`src/rtl/mem_port_arbiter_pkg.sv`:
```
// Shared definitions for the fetch/data memory port arbiter:
// state encoding, default watchdog limit and the abort data word.
package mem_port_arbiter_pkg;

    typedef enum logic [1:0] {
        IDLE    = 2'd0,
        GRANT_I = 2'd1,
        GRANT_D = 2'd2,
        DONE    = 2'd3
    } arb_state_e;

    localparam int          DEF_TIMEOUT  = 16;
    localparam logic [31:0] DEF_ERR_DATA = 32'hDEADBEEF;

endpackage

```
`src/rtl/mem_port_arbiter_watchdog.sv`:
```
// Access watchdog: counts granted cycles without a memory ack and flags
// the cycle whose increment would reach the limit.
module arb_watchdog #(
    parameter int TIMEOUT = 16
) (
    input  logic clk_i,
    input  logic rst_i,
    input  logic clear,
    input  logic enable,
    output logic expired
);

    localparam int             CW   = $clog2(TIMEOUT + 1);
    localparam logic [CW-1:0]  LAST = CW'(TIMEOUT - 1);
    localparam logic [CW-1:0]  MAX  = CW'(TIMEOUT);

    logic [CW-1:0] count;

    always_ff @(posedge clk_i or negedge rst_i) begin
        if (!rst_i) begin
            count <= '0;
        end else if (clear) begin
            count <= '0;
        end else if (enable && count != MAX) begin
            count <= count + 1'b1;
        end
    end

    // Firing one increment early makes the abort edge the one that reaches TIMEOUT.
    assign expired = enable && (count == LAST);

endmodule

```
`src/rtl/mem_port_arbiter.sv`:
```
// Shares one single-port memory between instruction fetch and data access.
// Data wins ties; every access is bounded by a watchdog that returns ERR_DATA.
module mem_port_arbiter
    import mem_port_arbiter_pkg::*;
#(
    parameter int                ADDR_W   = 32,
    parameter int                DATA_W   = 32,
    parameter int                TIMEOUT  = DEF_TIMEOUT,
    parameter logic [DATA_W-1:0] ERR_DATA = DATA_W'(DEF_ERR_DATA)
) (
    input  logic              clk_i,
    input  logic              rst_i,
    input  logic              if_req_i,
    input  logic [ADDR_W-1:0] if_addr_i,
    output logic [DATA_W-1:0] if_rdata_o,
    output logic              if_ack_o,
    input  logic              d_req_i,
    input  logic              d_we_i,
    input  logic [ADDR_W-1:0] d_addr_i,
    input  logic [DATA_W-1:0] d_wdata_i,
    output logic [DATA_W-1:0] d_rdata_o,
    output logic              d_ack_o,
    output logic              mem_req_o,
    output logic              mem_we_o,
    output logic [ADDR_W-1:0] mem_addr_o,
    output logic [DATA_W-1:0] mem_wdata_o,
    input  logic [DATA_W-1:0] mem_rdata_i,
    input  logic              mem_ack_i,
    output logic              stall_o,
    output logic              err_o,
    output arb_state_e        state_o
);

    arb_state_e state;
    logic       granted;
    logic       wd_expired;

    assign granted = (state == GRANT_I) || (state == GRANT_D);
    assign state_o = state;
    assign stall_o = (if_req_i & ~if_ack_o) | (d_req_i & ~d_ack_o);

    arb_watchdog #(.TIMEOUT(TIMEOUT)) u_watchdog (
        .clk_i   (clk_i),
        .rst_i   (rst_i),
        .clear   (state == IDLE),
        .enable  (granted && !mem_ack_i),
        .expired (wd_expired)
    );

    always_ff @(posedge clk_i or negedge rst_i) begin
        if (!rst_i) begin
            state       <= IDLE;
            mem_req_o   <= 1'b0;
            mem_we_o    <= 1'b0;
            mem_addr_o  <= '0;
            mem_wdata_o <= '0;
            if_rdata_o  <= '0;
            d_rdata_o   <= '0;
            if_ack_o    <= 1'b0;
            d_ack_o     <= 1'b0;
            err_o       <= 1'b0;
        end else begin
            if_ack_o <= 1'b0;
            d_ack_o  <= 1'b0;
            case (state)
                IDLE: begin
                    if (d_req_i) begin
                        state       <= GRANT_D;
                        mem_req_o   <= 1'b1;
                        mem_we_o    <= d_we_i;
                        mem_addr_o  <= d_addr_i;
                        mem_wdata_o <= d_wdata_i;
                    end else if (if_req_i) begin
                        state       <= GRANT_I;
                        mem_req_o   <= 1'b1;
                        mem_we_o    <= 1'b0;
                        mem_addr_o  <= if_addr_i;
                        mem_wdata_o <= '0;
                    end
                end
                GRANT_I, GRANT_D: begin
                    // A real ack in the expiry cycle wins over the abort.
                    if (mem_ack_i || wd_expired) begin
                        state     <= DONE;
                        mem_req_o <= 1'b0;
                        if (!mem_ack_i) err_o <= 1'b1;
                        if (state == GRANT_I) begin
                            if_ack_o   <= 1'b1;
                            if_rdata_o <= mem_ack_i ? mem_rdata_i : ERR_DATA;
                        end else begin
                            d_ack_o   <= 1'b1;
                            d_rdata_o <= mem_ack_i ? mem_rdata_i : ERR_DATA;
                        end
                    end
                end
                DONE:    state <= IDLE;
                default: state <= IDLE;
            endcase
        end
    end

endmodule

```
`config.mk`:
```
export PLATFORM = sky130hd
export DESIGN_NAME = mem_port_arbiter
export DESIGN_NICKNAME = d
export VERILOG_FILES = /design/src/rtl/mem_port_arbiter_pkg.sv /design/src/rtl/mem_port_arbiter_watchdog.sv /design/src/rtl/mem_port_arbiter.sv
export SDC_FILE = /design/constraint.sdc
export NUM_CORES = 1
export LEC_CHECK = 0
export ABC_AREA = 0
export CORE_MARGIN = 2
export CORE_UTILIZATION = 41
export CTS_CLUSTER_SIZE = 20
export DETAILED_ROUTE_END_ITERATION = 8
export PLACE_DENSITY = 0.83
export SLEW_MARGIN = 5
export SYNTH_ARGS = -nofsm -noshare
export SYNTH_HDL_FRONTEND = slang
export SYNTH_SLANG_ARGS = --single-unit
```
`constraint.sdc`:
```
create_clock -name clk_i -period 2.5 [get_ports clk_i]
set_input_delay 0.25 -clock clk_i [delete_from_list [all_inputs] [get_ports clk_i]]
set_output_delay 0.25 -clock clk_i [all_outputs]
set_load 0.03 [all_outputs]
```
==> metrics, run 1 <==
share of final-layout standard cells stronger than drive strength 1=5.79%; Site Rows=43; CTS buffer count=17; crit end category=flip-flop; number of vias in the routed layout=4954; register area=3500 µm²; final number of setup-violating endpoints=0; Via-to-Cell Ratio=a little over 5; worst skew pair latency=0.41 ns; number of global-route vias before repair=5160; slew at the pin with the worst max-slew slack=0.856 ns; buffer depth of the longest clock path=2; setup repair after global routing missed its margin=no; longest individual stage delay on the worst path=0.66 ns; classification of the worst setup path=flip-flop to flip-flop; total of flip-flops plus latches after synthesis=between 100 and 150; portion of the post-synthesis area used by sequential elements=61.0%; Total Nets Final=921; Max VDD drop=0.000672 V; final routed DRC violation total=0; die area=~15000 µm²; P per Cell Area=1410 nW/µm²; Yosys Warn Count=0; Avg WL per Cell=17.3 µm; CTS clk-pin slew, worst paths=roughly 0.060 ns; final standard cell count with taps included and fillers excluded=974; Arrival @ worst endpoint=2.31 ns; placement-stage worst setup slack=0.447 ns; Core Area=between 10000 and 15000 µm²; count of port buffers added during placement=269; CTS tree=yes; Final Skew=0.00786 ns; final setup margin=0.440 ns; post-synth cell types=33; synthesis-to-finish area growth=59.0%; Req. time, crit path=2.75 ns; initial core utilization=41.7%; Max-Slew Margin vs Limit=a little over two fifths; number of diodes=0; Placement Cell Area=8560 µm²; combined global-route utilization of all metal layers=22.7%; master of the slowest instance on the critical path=buf_4; sum of negative setup slack=0 ns; startpoint kind of the worst setup timing path=flip-flop; die outline width=between 100 and 150 µm; GRT overflow=0; CP cell instances=inv_1 -> ha_1 -> o21ai_4 -> buf_4 -> o21ai_0; Post-Synthesis Net Count=661; leakage=4.02 nW; count of max-cap constraint violations=0; GPL Wtd Cong=between 0.8 and 0.9; most common library cell in the layout ignoring fill and taps=clkdlybuf4s50_1; Root Buffer=clkbuf_16; Period minus WS final=2.06 ns; area of all placed cells without fillers=approximately 9100 µm²; number of iterations in the first detailed-routing pass=4; HP Class=input pin to flip-flop; max-slew violation count=0; largest fanout on the critical path=just under 100; netlist area before placement=5740 µm²; endpoints failing hold=0; number of nets still failing antenna checks after routing=0; detailed-placement wirelength estimate=12200 µm; number of antenna violations at the first check in global routing=0; Starting DRT DRC Count=242; commonest cells after routing, fill and taps aside=clkdlybuf4s50_1 (267), dfrtp_1 (140), o21ai_1 (79); smallest hold slack=0.258 ns; Num Clock Sinks=140; global-route wire length before repair=26300 µm; wirelength, routed=about 17000 µm; Cell Count Post-Placement=942; Fill cells=1050; multi-input logic area=2010 µm²; total I/O pin count=270; Die H=122 µm; result of the run=complete, no violations; average cell area after synthesis=~11 µm²; maximum clock frequency=between 400 and 500 MHz; Gate Count Post-Synth=between 500 and 600; Setup Fix Bufs, Post-CTS=0; largest net degree at the start of global routing=98; Final period util=82.4%; Max H-tree Level=4
repair_timing:
action | 4_1_cts | 5_1_grt
resized for setup | 0 | 0
hold endpoints to repair | 50 | 0
hold buffers | 1 | 0
setup endpoints to repair | 0 | 0
flip-flops by register name, summed over array words and instances (netlist names):
signal / flops
mem_wdata_o: 32
err_o: 1
mem_we_o: 1
d_ack_o: 1
state_o: 2
if_rdata_o: 32
if_ack_o: 1
mem_req_o: 1
d_rdata_o: 32
mem_addr_o: 32
u_watchdog.count: 5
critical path, delay by kind of cell (launching register included):
kind            cells  cell delay, ns
buf+inv             2            0.73
flops               1            0.40
compound gates      2            0.32
fa+ha+maj           1            0.39
worst paths after layout:
kind / startpoint / endpoint / slack, ns / cells past startpoint
worst min-delay path: d_req_i / mem_req_o / 0.26 / 3
max in group asynchronous: rst_i / d_rdata_o[20] / 1.38 / 3
worst max register to register: state_o[0] / mem_addr_o[9] / 0.44 / 5
min in group asynchronous: rst_i / d_rdata_o[12] / 0.36 / 2
worst min register to register: mem_addr_o[13] / mem_addr_o[13] / 0.48 / 2
worst max-delay path: state_o[0] / mem_addr_o[9] / 0.44 / 5
final cells by class:
cell class / count / area share (%)
flip-flops and latches: 140 / 38.4
multi-input cells: 334 / 22.0
inverters: 9 / 0.370
clock buffers: 23 / 5.13
well taps: 180 / 2.47
clock inverters: 8 / 1.01
repair buffers: 280 / 30.7
synthesized netlist by cell type:
cell type    n  area, µm²
nor4bb_1     1       10.0
clkbuf_1    17       63.8
o311ai_0     1       8.76
and2_1       1       6.26
a221oi_1     1       8.76
mux2_1       1       11.3
a31o_2       1       8.76
and3_1       1       6.26
a22o_1      33        289
mux2i_1     34        340
or3b_4       1       11.3
buf_4       13       97.6
o21ai_0     52        260
nor2_2       1       6.26
inv_1        8       30.0
nor2_1       4       15.0
a21oi_1      4       20.0
o211ai_1     1       7.51
o22ai_1      1       6.26
a311o_1      1       10.0
or2_4        1       8.76
or3_1        1       6.26
inv_2        1       3.75
dfrtp_1    140       3500
ha_1         5       62.6
o21ai_2      2       17.5
buf_2        9       45.0
nand2b_1     5       31.3
o21ai_1     79        395
nand2_1     75        282
nand3_1      1       5.00
nor2b_1     25        156
a21o_1       1       7.51
power by group:
part | switching [mW] | leakage [nW] | internal (mW)
Combinational | 3.92 | 2.00 | 2.68
Clock | 0.889 | 0.277 | 1.51
Sequential | 0.572 | 1.75 | 3.30
stage by stage:
| stage | total power [mW] | util [%] |
|---|---|---|
| floorplan | 7.64 | - |
| global placement | 10.3 | 62.1 |
| detailed placement | 10.5 | 62.1 |
| finish | 12.9 | 66.3 |
| global route | 13.6 | 66.3 |
| CTS | 13.0 | 66.3 |
cell families after synthesis:
kind of cell	Yosys count	share of synthesized area, %
compound gates	177	18.1
flops	140	61.0
simple gates	117	9.48
buf+inv	48	4.18
mux	35	6.12
fa+ha+maj	5	1.09
routing by layer:
metal / routed length [µm] / vias to the layer above / part of all wire (%) / track usage (%)
met2: 8990 / 165 / 53 / 39.4
li1: - / 2323 / - / -
met3: 742 / 39 / 4.4 / 4.46
met5: 0 / - / 0 / 0
met1: 6570 / 2427 / 39 / 27.3
met4: 521 / 0 / 3.1 / 9.99
Power figures use the tool's default switching activity.
==> inputs of run 2 (changes only) <==
--- a/config.mk
+++ b/config.mk
@@ -7,10 +7,10 @@
 export LEC_CHECK = 0
 export ABC_AREA = 0
 export CORE_MARGIN = 2
-export CORE_UTILIZATION = 41
+export CORE_UTILIZATION = 37
 export CTS_CLUSTER_SIZE = 20
 export DETAILED_ROUTE_END_ITERATION = 8
-export PLACE_DENSITY = 0.83
+export PLACE_DENSITY = 0.79
 export SLEW_MARGIN = 5
 export SYNTH_ARGS = -nofsm -noshare
 export SYNTH_HDL_FRONTEND = slang
==> constraint.sdc (replaced) <==
create_clock -name clk_i -period 1.78 [get_ports clk_i]
set_input_delay 0.178 -clock clk_i [delete_from_list [all_inputs] [get_ports clk_i]]
set_output_delay 0.178 -clock clk_i [all_outputs]
set_load 0.03 [all_outputs]
==> run 2 against run 1 <==
Critical endpoint is now state_o[1]. Hold slack better by 0.013 ns. Flip-flop and latch count unchanged. Power is 48% higher. Setup slack lost 0.48 ns. First-iteration DRC count up 8.7%. Final area is 5.3% higher. Fmax rose by 13%. Die area up 10%. The run now ends with setup timing left. Critical path type unchanged. Sequential share of layout area decreased by 1.9 points.
==> metrics, run 2 (synthesized netlist as in run 1, its figures left out) <==
Final Skew=0.0148 ns (+0.00689 ns); Core Area=15200 µm² (+10%); GRT overflow=0 (unchanged); Max-Slew Margin vs Limit=69.1% (+26 points); slew at the pin with the worst max-slew slack=0.464 ns (-0.392 ns); top metal layer carrying routed signals=met4; Num Clock Sinks=140 (unchanged); largest fanout on the critical path=4 (-96%); kind of cell adding the most delay to the critical path=simple AND/OR/NAND/NOR gates; violated checks=setup timing; most common library cell in the layout ignoring fill and taps=clkdlybuf4s50_1; global-route wire length before repair=26700 µm (+1.7%); switching component of the power=8.11 mW (+51%); met2 WL=9510 µm (+5.9%); final setup margin=-0.0376 ns (-0.477 ns); leakage=4.23 nW (+5.2%); number of global-route vias before repair=4910 (-4.8%); Via-to-Cell Ratio=4.95 (-2.7%); commonest cells after routing, fill and taps aside=clkdlybuf4s50_1 (266), dfrtp_1 (138), o21ai_1 (72); sequential power share=28.6% (-1.5 points); area of all placed cells without fillers=9610 µm² (+5.3%); largest net degree at the start of global routing=53 (-46%); number of vias in the routed layout=4995 (+0.83%); crit end category=flip-flop; Req. time, crit path=2.07 ns (-0.68 ns); Arrival @ worst endpoint=2.11 ns (-0.20 ns); die area=16500 µm² (+10%); HP Class=input pin to asynchronous set/reset pin; Total Nets Final=947 (+2.8%); final number of setup-violating endpoints=4 (+4); setup repair after global routing missed its margin=yes; endpoints failing hold=0 (unchanged); Root Buffer=clkbuf_16; final routed DRC violation total=0 (unchanged); wirelength, routed=18400 µm (+9.4%); CTS clk-pin slew, worst paths=0.06 ns (about the same); result of the run=complete, but fails checks; synthesis-to-finish area growth=67.4%; Max H-tree Level=4 (unchanged); worst skew pair latency=0.43 ns (+0.02 ns); Net Sw Frac=42.5% (+0.77 points); combined global-route utilization of all metal layers=21.2% (-1.4 points); internal cell power=11.0 mW (+46%); master of the slowest instance on the critical path=dfrtp_1; maximum clock frequency=550 MHz (+13%); Die H=129 µm (+5.1%); P per Cell Area=1980 nW/µm² (+41%); met1 WL=7480 µm (+14%); buffer depth of the longest clock path=2 (unchanged); initial core utilization=37.8% (-3.9 points); Period minus WS final=1.82 ns (-0.243 ns); count of port buffers added during placement=269 (unchanged); Max VDD drop=0.00110 V (+64%); count of max-cap constraint violations=0 (unchanged); startpoint kind of the worst setup timing path=flip-flop; Site Rows=45 (+4.7%); number of diodes=0 (unchanged); Placement Cell Area=8760 µm² (+2.3%); Starting DRT DRC Count=263 (+8.7%); placement-stage worst setup slack=-0.0367 ns (-0.483 ns); smallest hold slack=0.271 ns (+0.0130 ns); share of final-layout standard cells stronger than drive strength 1=13.2% (+7.4 points); total I/O pin count=270 (unchanged); CP cell instances=ha_2 -> and3_4 -> ha_4 -> or3b_4 -> mux2i_1 -> a311o_1; max-slew violation count=0 (unchanged); number of iterations in the first detailed-routing pass=4 (unchanged); clock share of power=18.4% (-0.2 points); number of antenna violations at the first check in global routing=0 (unchanged); classification of the worst setup path=flip-flop to flip-flop; met3 wire length=938 µm (+26%); sum of negative setup slack=-0.0847 ns (-0.0847 ns); longest individual stage delay on the worst path=0.38 ns (-0.28 ns); GPL Wtd Cong=0.826 (-0.79%); critical path buffer and inverter count=0 (-2); die outline width=129 µm (+5.1%); proportion of power drawn by combinational gates=53.0% (+1.7 points); detailed-placement wirelength estimate=12600 µm (+3.2%); CTS tree=yes; CTS buffer count=17 (unchanged); Avg WL per Cell=18.2 µm (+5.6%); Final period util=102% (+20 points); number of nets still failing antenna checks after routing=0 (unchanged)
## run 2: path summary, 6_finish.rpt
kind                                     startpoint         endpoint  slack (ns)  cells past startpoint
worst max-delay path            u_watchdog.count[0]       state_o[1]       -0.04                      6
worst min register to register                err_o            err_o        0.48                      1
worst min-delay path                          rst_i    d_rdata_o[11]        0.27                      2
min in group clk_i                          d_req_i    mem_addr_o[0]        0.32                      3
worst max register to register  u_watchdog.count[0]       state_o[1]       -0.04                      6
max in group asynchronous                     rst_i  mem_wdata_o[23]        0.89                      3
## run 2: per-layer routing
layer	global-route usage (%)	up-vias
met5	0	-
met4	7.80	0
met3	5.32	33
met2	35.6	152
met1	26.9	2423
li1	-	2387
## run 2: power by group through the flow
stage,sequential [mW],combinational (mW),clock [mW]
2_1_floorplan,8.13,2.61,0
3_3_place_gp,5.40,9.47,0
3_5_place_dp,5.44,9.61,0
4_1_cts,5.42,9.74,3.58
5_1_grt,5.62,10.7,3.72
6_report,5.45,10.1,3.51
## run 2: layout make-up
cell class,instances,area (µm²)
clock buffer,18,439
clock inverter,14,149
fill,1241,5590
inverter,9,33.8
multi-input combinational,334,2120
sequential,140,3510
tap,188,235
timing repair buffer,306,3130
## run 2: what timing repair did
| action | in CTS | in global routing |
|---|---|---|
| gates resized for setup | 3 | 40 |
| cloned | 1 | 4 |
| hold buffers | 1 | 0 |
| pin swaps | 2 | 8 |
| buffers inserted | 3 | 2 |
| endpoints found under the hold margin | 42 | 0 |
| setup endpoints to repair | 29 | 66 |
## run 2: per-stage QoR
stage	instances	utilization, %	power (mW)
5_1_grt	1009	63.2	20.0
4_1_cts	1003	61.9	18.7
3_5_place_dp	966	57.6	15.1
2_1_floorplan	522	-	10.7
3_3_place_gp	966	57.6	14.9
6_report	1009	63.2	19.1
==> RTL edit, RTL diff (config.mk and constraints of run 1) <==
Set the parameter `DATA_W` to 64 (it was 32).
--- a/src/rtl/mem_port_arbiter.sv
+++ b/src/rtl/mem_port_arbiter.sv
@@ -4,7 +4,7 @@
     import mem_port_arbiter_pkg::*;
 #(
     parameter int                ADDR_W   = 32,
-    parameter int                DATA_W   = 32,
+    parameter int                DATA_W   = 64,
     parameter int                TIMEOUT  = DEF_TIMEOUT,
     parameter logic [DATA_W-1:0] ERR_DATA = DATA_W'(DEF_ERR_DATA)
 ) (
Ports: changed (5 resized); port bits go from 270 to 430. No check against the original RTL was run, so the function may have changed too.
==> RTL edit against run 1 <==
Wire length is 89% higher. First-iteration DRC count increased by 110%. Setup slack worse by 0.17 ns. Power rose by 60%. Sequential cell count rose by 96. Critical path depth up 1. Cell area increased by 61%. Area after synthesis grew 63%.
==> RTL edit: results (changes against run 1) <==
| Metric | Value |
|---|---|
| Post-synth top cells | `dfrtp_1 (236), o21ai_0 (177), nand2_1 (139) (was dfrtp_1 (140), o21ai_1 (79), nand2_1 (75))` |
| CP Data Arrival Time | `2.60 ns (was 2.31 ns)` |
| Syn Area/Cell | `11.13 um^2 (was 11.00 um^2)` |
| GR Util All Layers | `0.2569 (was 0.2270)` |
| Initial antenna violation count | `1 (was 0)` |
| First DRT Iteration DRCs | `510 (was 242)` |
| Clock transition at path regs | `0.06 ns (about the same)` |
| Routed vias/inst | `5.233 (was 5.086)` |
| H-Tree Depth | `1 (was 4)` |
| Largest registers | `d_rdata_o: 64 flops, if_rdata_o: 64 flops, mem_wdata_o: 64 flops` |
| Fraction of layout instances using a drive strength above 1 | `0.06240 (was 0.05793)` |
| Seq/Total Area, Yosys | `0.6324 (was 0.6102)` |
| Post-Layout Cell Count | `1,551 (was 974)` |
| CTS root buf | `clkbuf_16 (unchanged)` |
| Reg2reg setup slack | `0.27 ns (was 0.44 ns)` |
| CP peak stage delay | `0.42 ns (was 0.66 ns)` |
| Clock skew | `0.01056 ns (was 0.007857 ns)` |
| VDD IR-drop max | `881.6 uV (was 671.8 uV)` |
| Top cells by area, synth | `dfrtp_1 (63%), o21ai_0 (9.5%), a22o_1 (6.1%), nand2_1 (5.6%), mux2i_1 (3.6%) (was dfrtp_1 (61%), o21ai_1 (6.9%), mux2i_1 (5.9%), a22o_1 (5.0%), nand2_1 (4.9%))` |
| Clock Tree Buf Depth | `3 (was 2)` |
| Status | `complete, no violations (unchanged)` |
| Slew HR | `0.5172 (was 0.4293)` |
| Mapped Nets | `1,042 (was 661)` |
| Largest net degree at the start of global routing | `85 (was 98)` |
| Fillers | `1,714 (was 1,050)` |
| TritonCTS Buffers | `26 (was 17)` |
| CP delay by family, top | `compound AO/OA/AOI/OAI gates (was buffers and inverters)` |
| Power Internal | `11,830 uW (was 7496 uW)` |
| Leak Pwr | `0.006448 uW (was 0.004022 uW)` |
| Worst-path maximum fanout | `84 (was 97)` |
| Drt pass-1 iters | `5 (was 4)` |
| Port bufs | `429 (was 269)` |
| Detailed Route WL | `31.79 mm (was 16.82 mm)` |
| First-pass GRT wire length | `47.89 mm (was 26.29 mm)` |
| Vias in the first global route | `8,233 (was 5,160)` |
| Worst-Skew Late Latency | `0.52 ns (was 0.41 ns)` |
| CP max stage cell | `o211ai_1 (was buf_4)` |
| Final #Nets | `1,452 (was 921)` |
| GP Congestion | `0.8139 (was 0.8328)` |
-- RTL edit: cell count changes after synthesis, sizes merged --
cell           run 1  this run
dfrtp            140       236
o21ai            133       229
nand2             75       139
a22o              33        65
buf               22        41
clkbuf            17        27
-- RTL edit: cell type report --
type | count | area, um^2 | area share
Inverter | 9 | 33.78 | 0.002296
Clock buffer | 38 | 777.0 | 0.05280
Multi-Input combinational cell | 526 | 3044 | 0.2069
Tap cell | 285 | 356.6 | 0.02423
Clock inverter | 7 | 62.56 | 0.004251
Timing Repair Buffer | 450 | 4537 | 0.3083
Sequential cell | 236 | 5906 | 0.4013
-- RTL edit: path summary, 6_finish.rpt --
path,to,cells after the start,start
min in group asynchronous,if_rdata_o[0],2,rst_i
worst max-delay path,if_rdata_o[28],6,u_watchdog.count[0]
worst min-delay path,state_o[0],4,d_req_i
max in group asynchronous,mem_wdata_o[36],3,rst_i
worst max register to register,if_rdata_o[28],6,u_watchdog.count[0]
worst min register to register,err_o,1,err_o
-- RTL edit: power by group through the flow --
stage	Sequential, uW	Clock (uW)	Combinational (uW)
finish	6330	3740	10500
global route	6510	3970	11100
CTS	6330	3810	10600
detailed placement	6350	0	10500
global placement	6300	0	10400
floorplan	9320	0	2790
-- RTL edit: what timing repair did --
item | CTS | global route
gates resized for setup | 0 | 0
hold buffers | 1 | 0
hold endpoints to repair | 51 | 0
-- RTL edit: worst min-delay path, delay by kind of cell --
family / cells / cell delay [ns]
AO/OA/AOI/OAI: 2 / 0.14
AND/OR/NAND/NOR: 1 / 0.08
buffers and inverters: 1 / 0.16
-- RTL edit: per-stage QoR --
step | setup slack, ns | area, um^2 | hold slack [ns] | utilization
floorplan | 0.5850 | 9339 | -0.04559 | -
global placement | 0.3985 | 13870 | 0.1939 | 0.6162
detailed placement | 0.2958 | 13870 | 0.1986 | 0.6162
CTS | 0.2793 | 14720 | 0.1356 | 0.6540
global route | 0.1490 | 14720 | 0.1847 | 0.6540
finish | 0.2748 | 14720 | 0.1642 | 0.6540
-- RTL edit: layer usage --
layer / track usage / vias up / part of all wire
li1: - / 3733 / -
met1: 0.3076 / 3929 / 0.37
met2: 0.4387 / 390 / 0.49
met3: 0.08245 / 63 / 0.099
met4: 0.08686 / 2 / 0.038
met5: 0.008282 / - / 0.00028
-- RTL edit: kinds of logic after synthesis --
| kind of cell | count (synthesis) | synth area share |
|---|---|---|
| mux | 35 | 0.03765 |
| flops | 236 | 0.6324 |
| fa+ha+maj | 5 | 0.006699 |
| buf+inv | 77 | 0.04408 |
| simple gates | 181 | 0.08320 |
| compound gates | 305 | 0.1960 |
